===== config.mk =====
export PLATFORM = sky130hd
export DESIGN_NAME = pll_lock_supervisor_flat
export DESIGN_NICKNAME = d
export VERILOG_FILES = /design/src/rtl/pll_sup_pkg.sv /design/src/rtl/pll_lock_supervisor_if.sv /design/src/rtl/sync_2ff.sv /design/src/rtl/pll_lock_supervisor.sv /design/src/flat_wrapper.sv
export SDC_FILE = /design/constraint.sdc
export NUM_CORES = 1
export LEC_CHECK = 0
export ABC_CLOCK_PERIOD_IN_PS = 1800
export BUFFER_PORTS_ARGS = -buffer_cell sky130_fd_sc_hd__buf_4
export CAP_MARGIN = 40
export CORE_MARGIN = 10
export CORE_UTILIZATION = 55
export DETAILED_ROUTE_END_ITERATION = 16
export PLACE_DENSITY = 0.84
export SYNTH_ARGS = -nofsm -noshare
export SYNTH_HDL_FRONTEND = slang
export SYNTH_SLANG_ARGS = --single-unit

===== constraint.sdc =====
create_clock -name clk -period 1.8 [get_ports clk]
set_input_delay 0.18 -clock clk [delete_from_list [all_inputs] [get_ports clk]]
set_output_delay 0.18 -clock clk [all_outputs]
set_load 0.1 [all_outputs]

===== src/rtl/pll_sup_pkg.sv =====
// Shared types and defaults for the PLL lock supervisor: state encoding,
// default timing constants and the counter-width helper.
package pll_sup_pkg;

   localparam int unsigned STABLE_CYCLES_DEF = 1024;
   localparam int unsigned HOLD_CYCLES_DEF   = 16;
   localparam int unsigned LOSS_FILTER_DEF   = 4;
   localparam int unsigned LOSS_COUNT_W      = 8;

   typedef enum logic [2:0] {
      WAIT_LOCK = 3'd0,
      STABILIZE = 3'd1,
      HOLD      = 3'd2,
      RUN       = 3'd3,
      LOST      = 3'd4
   } sup_state_e;

   // A parameter of 1 still needs a 1-bit counter to hold the value 0.
   function automatic int unsigned cnt_width(input int unsigned n);
      return ($clog2(n) < 1) ? 1 : $clog2(n);
   endfunction

endpackage


===== src/rtl/pll_lock_supervisor_if.sv =====
// Lock/status bundle between the PLL supervisor (slave) and whatever
// drives the raw lock and consumes the reset/status outputs (master).
interface pll_lock_supervisor_if;
   import pll_sup_pkg::*;

   logic                    locked;
   logic                    clear_lost;
   logic                    sys_rst_n;
   logic                    ready;
   logic                    lost;
   logic [LOSS_COUNT_W-1:0] loss_count;

   modport master (
      output locked, clear_lost,
      input  sys_rst_n, ready, lost, loss_count
   );

   modport slave (
      input  locked, clear_lost,
      output sys_rst_n, ready, lost, loss_count
   );

endinterface


===== src/rtl/sync_2ff.sv =====
// Reusable two-flop synchronizer for bringing asynchronous levels into clk.
module sync_2ff #(
   parameter int unsigned WIDTH = 1
) (
   input  logic             clk,
   input  logic             rst_n,
   input  logic [WIDTH-1:0] d,
   output logic [WIDTH-1:0] q
);

   logic [WIDTH-1:0] meta_q, meta_d;
   logic [WIDTH-1:0] sync_q, sync_d;

   always_comb begin
      meta_d = d;
      sync_d = meta_q;
   end

   always_ff @(posedge clk) begin
      if (!rst_n) begin
         meta_q <= '0;
         sync_q <= '0;
      end else begin
         meta_q <= meta_d;
         sync_q <= sync_d;
      end
   end

   assign q = sync_q;

endmodule


===== src/rtl/pll_lock_supervisor.sv =====
// Holds downstream logic in reset until the PLL lock is stable, then watches
// for lock loss. Define PLL_SUP_LOSS_COUNT_EN to build the loss event counter.
module pll_lock_supervisor
   import pll_sup_pkg::*;
#(
   parameter int unsigned STABLE_CYCLES = STABLE_CYCLES_DEF,
   parameter int unsigned HOLD_CYCLES   = HOLD_CYCLES_DEF,
   parameter int unsigned LOSS_FILTER   = LOSS_FILTER_DEF
) (
   input  logic                  clk,
   input  logic                  rst_n,
   pll_lock_supervisor_if.slave  bus
);

   localparam int unsigned SW = cnt_width(STABLE_CYCLES);
   localparam int unsigned HW = cnt_width(HOLD_CYCLES);
   localparam int unsigned LW = cnt_width(LOSS_FILTER);

   localparam logic [SW-1:0] STAB_LAST = SW'(STABLE_CYCLES - 1);
   localparam logic [HW-1:0] HOLD_LAST = HW'(HOLD_CYCLES - 1);
   localparam logic [LW-1:0] LOSS_LAST = LW'(LOSS_FILTER - 1);

   logic          locked_s;
   sup_state_e    state_q, state_d;
   logic [SW-1:0] stab_cnt_q, stab_cnt_d;
   logic [HW-1:0] hold_cnt_q, hold_cnt_d;
   logic [LW-1:0] loss_cnt_q, loss_cnt_d;
   logic          sys_rst_n_q, sys_rst_n_d;
   logic          ready_q, ready_d;
   logic          lost_q, lost_d;
   logic          loss_entry;

   sync_2ff #(.WIDTH(1)) u_sync (
      .clk   (clk),
      .rst_n (rst_n),
      .d     (bus.locked),
      .q     (locked_s)
   );

   always_comb begin
      state_d    = state_q;
      stab_cnt_d = stab_cnt_q;
      hold_cnt_d = hold_cnt_q;
      loss_cnt_d = '0;
      case (state_q)
         WAIT_LOCK: begin
            if (locked_s) begin
               state_d    = STABILIZE;
               stab_cnt_d = '0;
            end
         end
         STABILIZE: begin
            if (!locked_s) begin
               state_d = WAIT_LOCK;
            end else if (stab_cnt_q == STAB_LAST) begin
               state_d    = HOLD;
               hold_cnt_d = '0;
            end else begin
               stab_cnt_d = stab_cnt_q + 1'b1;
            end
         end
         HOLD, RUN: begin
            // Loss filter is evaluated first so a loss beats HOLD->RUN.
            if (!locked_s) begin
               if (loss_cnt_q == LOSS_LAST) state_d = LOST;
               else                         loss_cnt_d = loss_cnt_q + 1'b1;
            end
            if (state_q == HOLD && state_d != LOST) begin
               if (hold_cnt_q == HOLD_LAST) state_d = RUN;
               else                         hold_cnt_d = hold_cnt_q + 1'b1;
            end
         end
         LOST:    state_d = WAIT_LOCK;
         default: state_d = WAIT_LOCK;
      endcase

      loss_entry  = (state_d == LOST);
      sys_rst_n_d = (state_d == RUN);
      ready_d     = (state_d == RUN);
      if (loss_entry)          lost_d = 1'b1;
      else if (bus.clear_lost) lost_d = 1'b0;
      else                     lost_d = lost_q;
   end

   always_ff @(posedge clk) begin
      if (!rst_n) begin
         state_q     <= WAIT_LOCK;
         stab_cnt_q  <= '0;
         hold_cnt_q  <= '0;
         loss_cnt_q  <= '0;
         sys_rst_n_q <= 1'b0;
         ready_q     <= 1'b0;
         lost_q      <= 1'b0;
      end else begin
         state_q     <= state_d;
         stab_cnt_q  <= stab_cnt_d;
         hold_cnt_q  <= hold_cnt_d;
         loss_cnt_q  <= loss_cnt_d;
         sys_rst_n_q <= sys_rst_n_d;
         ready_q     <= ready_d;
         lost_q      <= lost_d;
      end
   end

   assign bus.sys_rst_n = sys_rst_n_q;
   assign bus.ready     = ready_q;
   assign bus.lost      = lost_q;

`ifdef PLL_SUP_LOSS_COUNT_EN
   logic [LOSS_COUNT_W-1:0] loss_count_q, loss_count_d;

   always_comb begin
      loss_count_d = loss_count_q;
      if (loss_entry && loss_count_q != '1) loss_count_d = loss_count_q + 1'b1;
   end

   always_ff @(posedge clk) begin
      if (!rst_n) loss_count_q <= '0;
      else        loss_count_q <= loss_count_d;
   end

   assign bus.loss_count = loss_count_q;
`else
   assign bus.loss_count = '0;
`endif

endmodule


===== src/flat_wrapper.sv =====
// flat-port wrapper written by rule: the top's interface ports become plain ports
module pll_lock_supervisor_flat import pll_sup_pkg::*;
#(
   parameter int unsigned STABLE_CYCLES = STABLE_CYCLES_DEF,
   parameter int unsigned HOLD_CYCLES   = HOLD_CYCLES_DEF,
   parameter int unsigned LOSS_FILTER   = LOSS_FILTER_DEF
)
  (clk, rst_n, bus_locked, bus_clear_lost, bus_sys_rst_n, bus_ready, bus_lost, bus_loss_count);
  pll_lock_supervisor_if bus_i ();
  input  logic clk;
  input  logic rst_n;
  input wire logic [$bits(bus_i.locked)-1:0] bus_locked;
  input wire logic [$bits(bus_i.clear_lost)-1:0] bus_clear_lost;
  output wire logic [$bits(bus_i.sys_rst_n)-1:0] bus_sys_rst_n;
  output wire logic [$bits(bus_i.ready)-1:0] bus_ready;
  output wire logic [$bits(bus_i.lost)-1:0] bus_lost;
  output wire logic [$bits(bus_i.loss_count)-1:0] bus_loss_count;
  assign bus_i.locked = bus_locked;
  assign bus_i.clear_lost = bus_clear_lost;
  assign bus_sys_rst_n = bus_i.sys_rst_n;
  assign bus_ready = bus_i.ready;
  assign bus_lost = bus_i.lost;
  assign bus_loss_count = bus_i.loss_count;
  pll_lock_supervisor #(.STABLE_CYCLES(STABLE_CYCLES), .HOLD_CYCLES(HOLD_CYCLES), .LOSS_FILTER(LOSS_FILTER)) u_core (.clk(clk), .rst_n(rst_n), .bus(bus_i));
endmodule

==> Yosys cells after proc, flatten, opt, wreduce, memory -nomap -nowiden <==
Cells that the tools add are included.
{ "word_totals": {"register_bits": 23, "in_bits": 4, "out_inout_bits": 11, "elab_cells": 57} }
{ "op_classes": {"addsub": 3, "n_eq_ne": 15, "muxes": 20, "n_bitwise": 2, "reduce_logical": 9} }
{ "ops": {"columns": ["op", "count"], "rows": [
  ["10-bit 2-to-1 mux", 3],
  ["3-bit 2-to-1 mux", 8],
  ["10-bit case mux with 2 select lines", 1],
  ["4-bit 2-to-1 mux", 4],
  ["10-bit by 1-bit adder with 10-bit output (second input constant)", 1],
  ["10-bit == test (second input constant)", 1],
  ["3-bit by 2-bit == test with 1-bit output (second input constant)", 3],
  ["3-bit case mux with 3 select lines", 1],
  ["2-bit != test (second input constant)", 4],
  ["4-bit case mux with 2 select lines", 1],
  ["2-bit nonzero test", 3],
  ["5-bit AND reduction", 1],
  ["4-bit by 1-bit adder with 4-bit output (second input constant)", 1],
  ["4-bit == test (second input constant)", 1],
  ["2-bit by 1-bit != test with 1-bit output (second input constant)", 2],
  ["4-bit AND reduction", 1],
  ["4-bit OR reduction", 1],
  ["3-bit by 1-bit == test with 1-bit output (second input constant)", 1],
  ["3-bit == test (second input constant)", 1],
  ["3-bit logical NOT", 1],
  ["3-bit != test (second input constant)", 1],
  ["2-bit by 1-bit adder with 2-bit output (second input constant)", 1],
  ["2-bit == test (second input constant)", 1],
  ["1-bit 2-to-1 mux", 2],
  ["other kinds (3)", 4]
]} }

==> Logic depth before layout (Yosys ltp) <==
{ "depth": {"word_depth": 10, "depth_mapped": 5, "ltp_nobuf": 5} }

==> Hierarchy <==
From an unflattened synthesis, not the netlist that was laid out.
{ "unflattened": {"cells_unflattened": 132, "hier_area_um2": 1191.1} }
{ "modules_own_cells": {"columns": ["module", "n_inst", "cells_per_inst", "area_each_um2", "seq_area_each_um2"], "rows": [
  ["pll_lock_supervisor", 1, 128, 1138.6, 420.4],
  ["sync_2ff", 1, 4, 52.6, 40.0]
]} }

==> Least setup slack after synthesis <==
OpenSTA, ideal clock, no wires.
{ "synth_path": {"kind": "register to register", "start": "register u_core.u_sync.sync_q (netlist: u_core.u_sync.q)", "end": "register u_core.hold_cnt_q[0]", "setup_time_ps": 131, "t_arrival_ps": 1427, "t_required_ps": 1669, "setup_slack_ps": 242, "path_stages_with_launch": 5, "path_buffers": 0, "period_less_slack_ps": 1558, "cell_sequence": "dfxtp_1 or3b_4 o41a_1 nand2b_1 mux2i_1"} }
{ "synth_via": {"elab_chain_cells": 6, "elab_cells_between_ends": 7, "cone_classes": "eq/ne: 3; mux: 2; reduce/logical: 2"} }
{ "synth_rtl": {"columns": ["element", "line", "text"], "rows": [
  ["from (decl)", "sync_2ff.sv:12", "logic [WIDTH-1:0] sync_q, sync_d;"],
  ["from (signal assigned)", "sync_2ff.sv:25", "sync_q <= sync_d;"],
  ["3-bit 2-to-1 mux", "pll_lock_supervisor.sv:64", "if (!locked_s) begin"],
  ["3-bit 2-to-1 mux", "pll_lock_supervisor.sv:45", "case (state_q)"],
  ["3-bit != test", "pll_lock_supervisor.sv:68", "if (state_q == HOLD && state_d != LOST) begin"],
  ["1-bit logical AND", "pll_lock_supervisor.sv:68", null],
  ["2-bit by 1-bit != test with 1-bit output (no source line)", null, null],
  ["5-bit AND reduction (no source line) *", null, null],
  ["to (signal assigned)", "pll_lock_supervisor.sv:97", "hold_cnt_q <= hold_cnt_d;"],
  ["to (decl)", "pll_lock_supervisor.sv:26", "logic [HW-1:0] hold_cnt_q, hold_cnt_d;"]
]} }
Mark *: on every way between the ends. The rest lies on a longest branch, timed or not. The select of a mux whose other input is x is not followed.
A chain may end at the register's enable or synchronous reset.

==> Final worst setup path <==
{ "layout_path": {"start": "register u_core.u_sync.sync_q (netlist: u_core.u_sync.q)", "end": "register u_core.hold_cnt_q[3]"} }
Same word-level chain as after synthesis.

==> impl_metrics.tcl <==
set metrics [dict create \
    synth_warnings 0 \
    hold_end "u_core.u_sync.meta_q" \
    critPathCaptureType "register" \
    detail_route.vias_per_cell 5.64 \
    n_antenna_cell 0 \
    die_area_mm2 0.00448 \
    p_total_uw 865 \
    p_leak_uw 0.000461 \
    hold_path_depth 2 \
    cts_tree "done" \
    drive_gt1_share_pct 13.4 \
    drtPass1Iterations 4 \
    stdcell_count 169 \
    grt_pass1_wl_mm 3.95 \
    ios 15 \
    fp.dieW_um 66.9 \
    htree_levels 1 \
    clock_path_buffers 2 \
    insertion_delay_ps 310 \
    syn_inst 131 \
    critPathMaxFanout 8 \
    drtAntennaViolNets 0 \
    grt_pass1_vias 916 \
    hold_path_class "in -> reg" \
    setup_viol 0 \
    ctsResizeCount 0 \
    min_period_ps 1700 \
    start_kind "register" \
    postSynth.asyncResetShare_pct 0 \
    synth-edff-count 0 \
    cts_setup_buffers 0 \
    maxCapViolations 0 \
    gp_congestion 0.777 \
    filler_cell_count 173 \
    initial_utilization_pct 59.8 \
    gr-usage-all-layers_pct 11.1 \
    remaining_drc_errors 0 \
    fin_nets 150 \
    design_area_mm2 0.00130 \
    num_rows 16 \
    r2r-end "u_core.hold_cnt_q[3]" \
    synth_ff_type "dfxtp_1" \
    reg2reg_slack_ps 100 \
    fmax_mhz 590 \
    path_clk_slew_ps 120 \
    powerDensity_mw_per_mm2 666 \
    irDropWorstVdd_mv 0.540 \
    grt_max_degree 13 \
    dp_cells 163 \
    dpl_cell_area_mm2 0.00126 \
    post-route-util_pct 64.3 \
    arrival_ps 1900 \
    portBuffers 6 \
    die_h_um 66.9 \
    postSynthAreaPerCell_um2 9.24 \
    holdCritStartpoint "bus_locked" \
    synth_seq_cells 23 \
    synth_area_mm2 0.00121 \
    criticalPathCategory "reg -> reg" \
    hold_buffers 0 \
    antenna_found_initial 0 \
    rsz0062_at_grt "true" \
    vias 954 \
    finClkSkew_ps 5.07 \
    multi_input_area_um2 682 \
    numCtsBuffers 3 \
    dp_hpwl_mm 1.73 \
    rr_startpoint "u_core.u_sync.q" \
    gr-total-overflow 0 \
    coreArea_mm2 0.00202 \
    ys_types 41 \
    wirelength_mm 2.23 \
    drt_iter0_markers 30 \
    seq_area_um2 460 \
    post-route-period-util_pct 94.2 \
    cp.required_ps 2000 \
    ys_seq_area_share_pct 38.1 \
    wl_per_cell_um 13.2 \
    cts-root-buf "clkbuf_4" \
    cts_sinks 23 \
    slew_viol_final 0 \
    reg2reg_depth 4 \
    outcome "finished, final reports clean" \
    area_growth_syn_to_layout_pct 7.45 \
    hold_viol 0 \
]
[power by group]
part	switching [µW]	internal, µW
Combinational	93.1	19.8
Clock	151	86.7
Sequential	2.90	512
Total	247	618
[cells in the final DEF (no fill, tap or decap), types with 2 or more instances in the layout]
| cell | netlist | layout |
|---|---|---|
| a21boi_1 | 3 | 3 |
| a21oi_1 | 5 | 5 |
| a31oi_1 | 2 | 2 |
| and2_1 | 4 | 4 |
| and4_1 | 2 | 2 |
| buf_4 | 9 | 10 |
| clkbuf_4 | 0 | 3 |
| conb_1 | 1 | 8 |
| dfxtp_1 | 23 | 23 |
| ha_1 | 3 | 3 |
| inv_1 | 6 | 6 |
| mux2i_1 | 4 | 4 |
| nand2_1 | 14 | 14 |
| nand2b_1 | 4 | 4 |
| nand3_1 | 4 | 4 |
| nand4_1 | 3 | 3 |
| nor2_1 | 2 | 2 |
| nor2b_1 | 3 | 3 |
| nor3_1 | 2 | 2 |
| nor4_1 | 2 | 2 |
| nor4b_1 | 2 | 2 |
| o2111ai_1 | 2 | 2 |
| o211ai_1 | 2 | 2 |
| o21a_1 | 4 | 4 |
| o31ai_1 | 2 | 2 |
| or3_1 | 3 | 3 |
| or4_1 | 5 | 5 |
[per-layer routing]
layer	routed length (µm)	up-vias	share of wire, %	global-route usage (%)
met3	155	5	7.0	3.34
li1	-	493	-	-
met1	1000	435	45	13.1
met2	1030	21	46	17.7
met5	0	-	0	0
met4	39	0	1.8	5.64
[worst max-delay path, cell delays in order (launching register included)]
cell      delay (ps)
dfxtp_1          420
or3b_4           430
o41a_1           550
nand2b_1         120
mux2i_1           70
[per-stage QoR]
| step | setup slack (ps) | setup TNS [ps] | hold slack (ps) |
|---|---|---|---|
| finish | 104 | 0 | 69.8 |
| global route | -19.0 | -19.5 | 85.0 |
| CTS | 110 | 0 | 63.4 |
| detailed placement | 130 | 0 | 393 |
| global placement | 173 | 0 | 397 |
| floorplan | 242 | 0 | 307 |
[final cells by class]
cell class | count | share of cell area (%)
multi-input cells | 99 | 52.5
flip-flops and latches | 23 | 35.4
repair buffers | 10 | 5.77
well taps | 27 | 2.60
clock buffers | 4 | 2.02
inverters | 6 | 1.73
[cells by family (layout without fill, tap and decap cells)]
| logic type | count (synthesis) | count (layout) | synth area share [%] |
|---|---|---|---|
| simple gates | 54 | 54 | 27.2 |
| flops | 23 | 23 | 38.1 |
| compound gates | 29 | 29 | 19.5 |
| fa+ha+maj | 3 | 3 | 3.10 |
| buf+inv | 16 | 20 | 7.76 |
| mux | 4 | 4 | 3.31 |
| xor+xnor | 1 | 1 | 0.724 |
| other cells | 1 | 8 | 0.310 |
[registers in the layout, summed over array words and instances (netlist names)]
register,flops
u_core.stab_cnt_q,10
u_core.hold_cnt_q,4
u_core.state_q,3
u_core.loss_cnt_q,2
u_core.bus.lost,1
u_core.bus.sys_rst_n,1
u_core.u_sync.meta_q,1
u_core.u_sync.q,1
[cell usage after synthesis, types with 2 or more instances]
master / instances / area [µm²]
o21a_1: 4 / 30.0
nand2b_1: 4 / 25.0
nand3_1: 4 / 20.0
nor2b_1: 3 / 18.8
or4_1: 5 / 37.5
nor4b_1: 2 / 17.5
a31oi_1: 2 / 12.5
a21oi_1: 5 / 25.0
buf_4: 9 / 67.6
ha_1: 3 / 37.5
nand2_1: 14 / 52.6
or3_1: 3 / 18.8
o211ai_1: 2 / 15.0
nand4_1: 3 / 18.8
nor3_1: 2 / 10.0
dfxtp_1: 23 / 460
and2_1: 4 / 25.0
mux2i_1: 4 / 40.0
o31ai_1: 2 / 15.0
o2111ai_1: 2 / 17.5
inv_1: 6 / 22.5
and4_1: 2 / 17.5
a21boi_1: 3 / 22.5
nor2_1: 2 / 7.51
nor4_1: 2 / 12.5
[worst max-delay path by stage]
stage                               startpoint              endpoint  slack [ps]  depth (start not counted)
after floorplan                u_core.u_sync.q  u_core.hold_cnt_q[0]         240                          4
after global placement         u_core.u_sync.q  u_core.hold_cnt_q[0]         170                          4
after detailed placement       u_core.u_sync.q  u_core.hold_cnt_q[3]         130                          4
after CTS                      u_core.u_sync.q  u_core.hold_cnt_q[3]         110                          4
after global routing      u_core.stab_cnt_q[3]  u_core.hold_cnt_q[2]         -20                          4
final                          u_core.u_sync.q  u_core.hold_cnt_q[3]         100                          4
(Power assumes the default switching activity.)
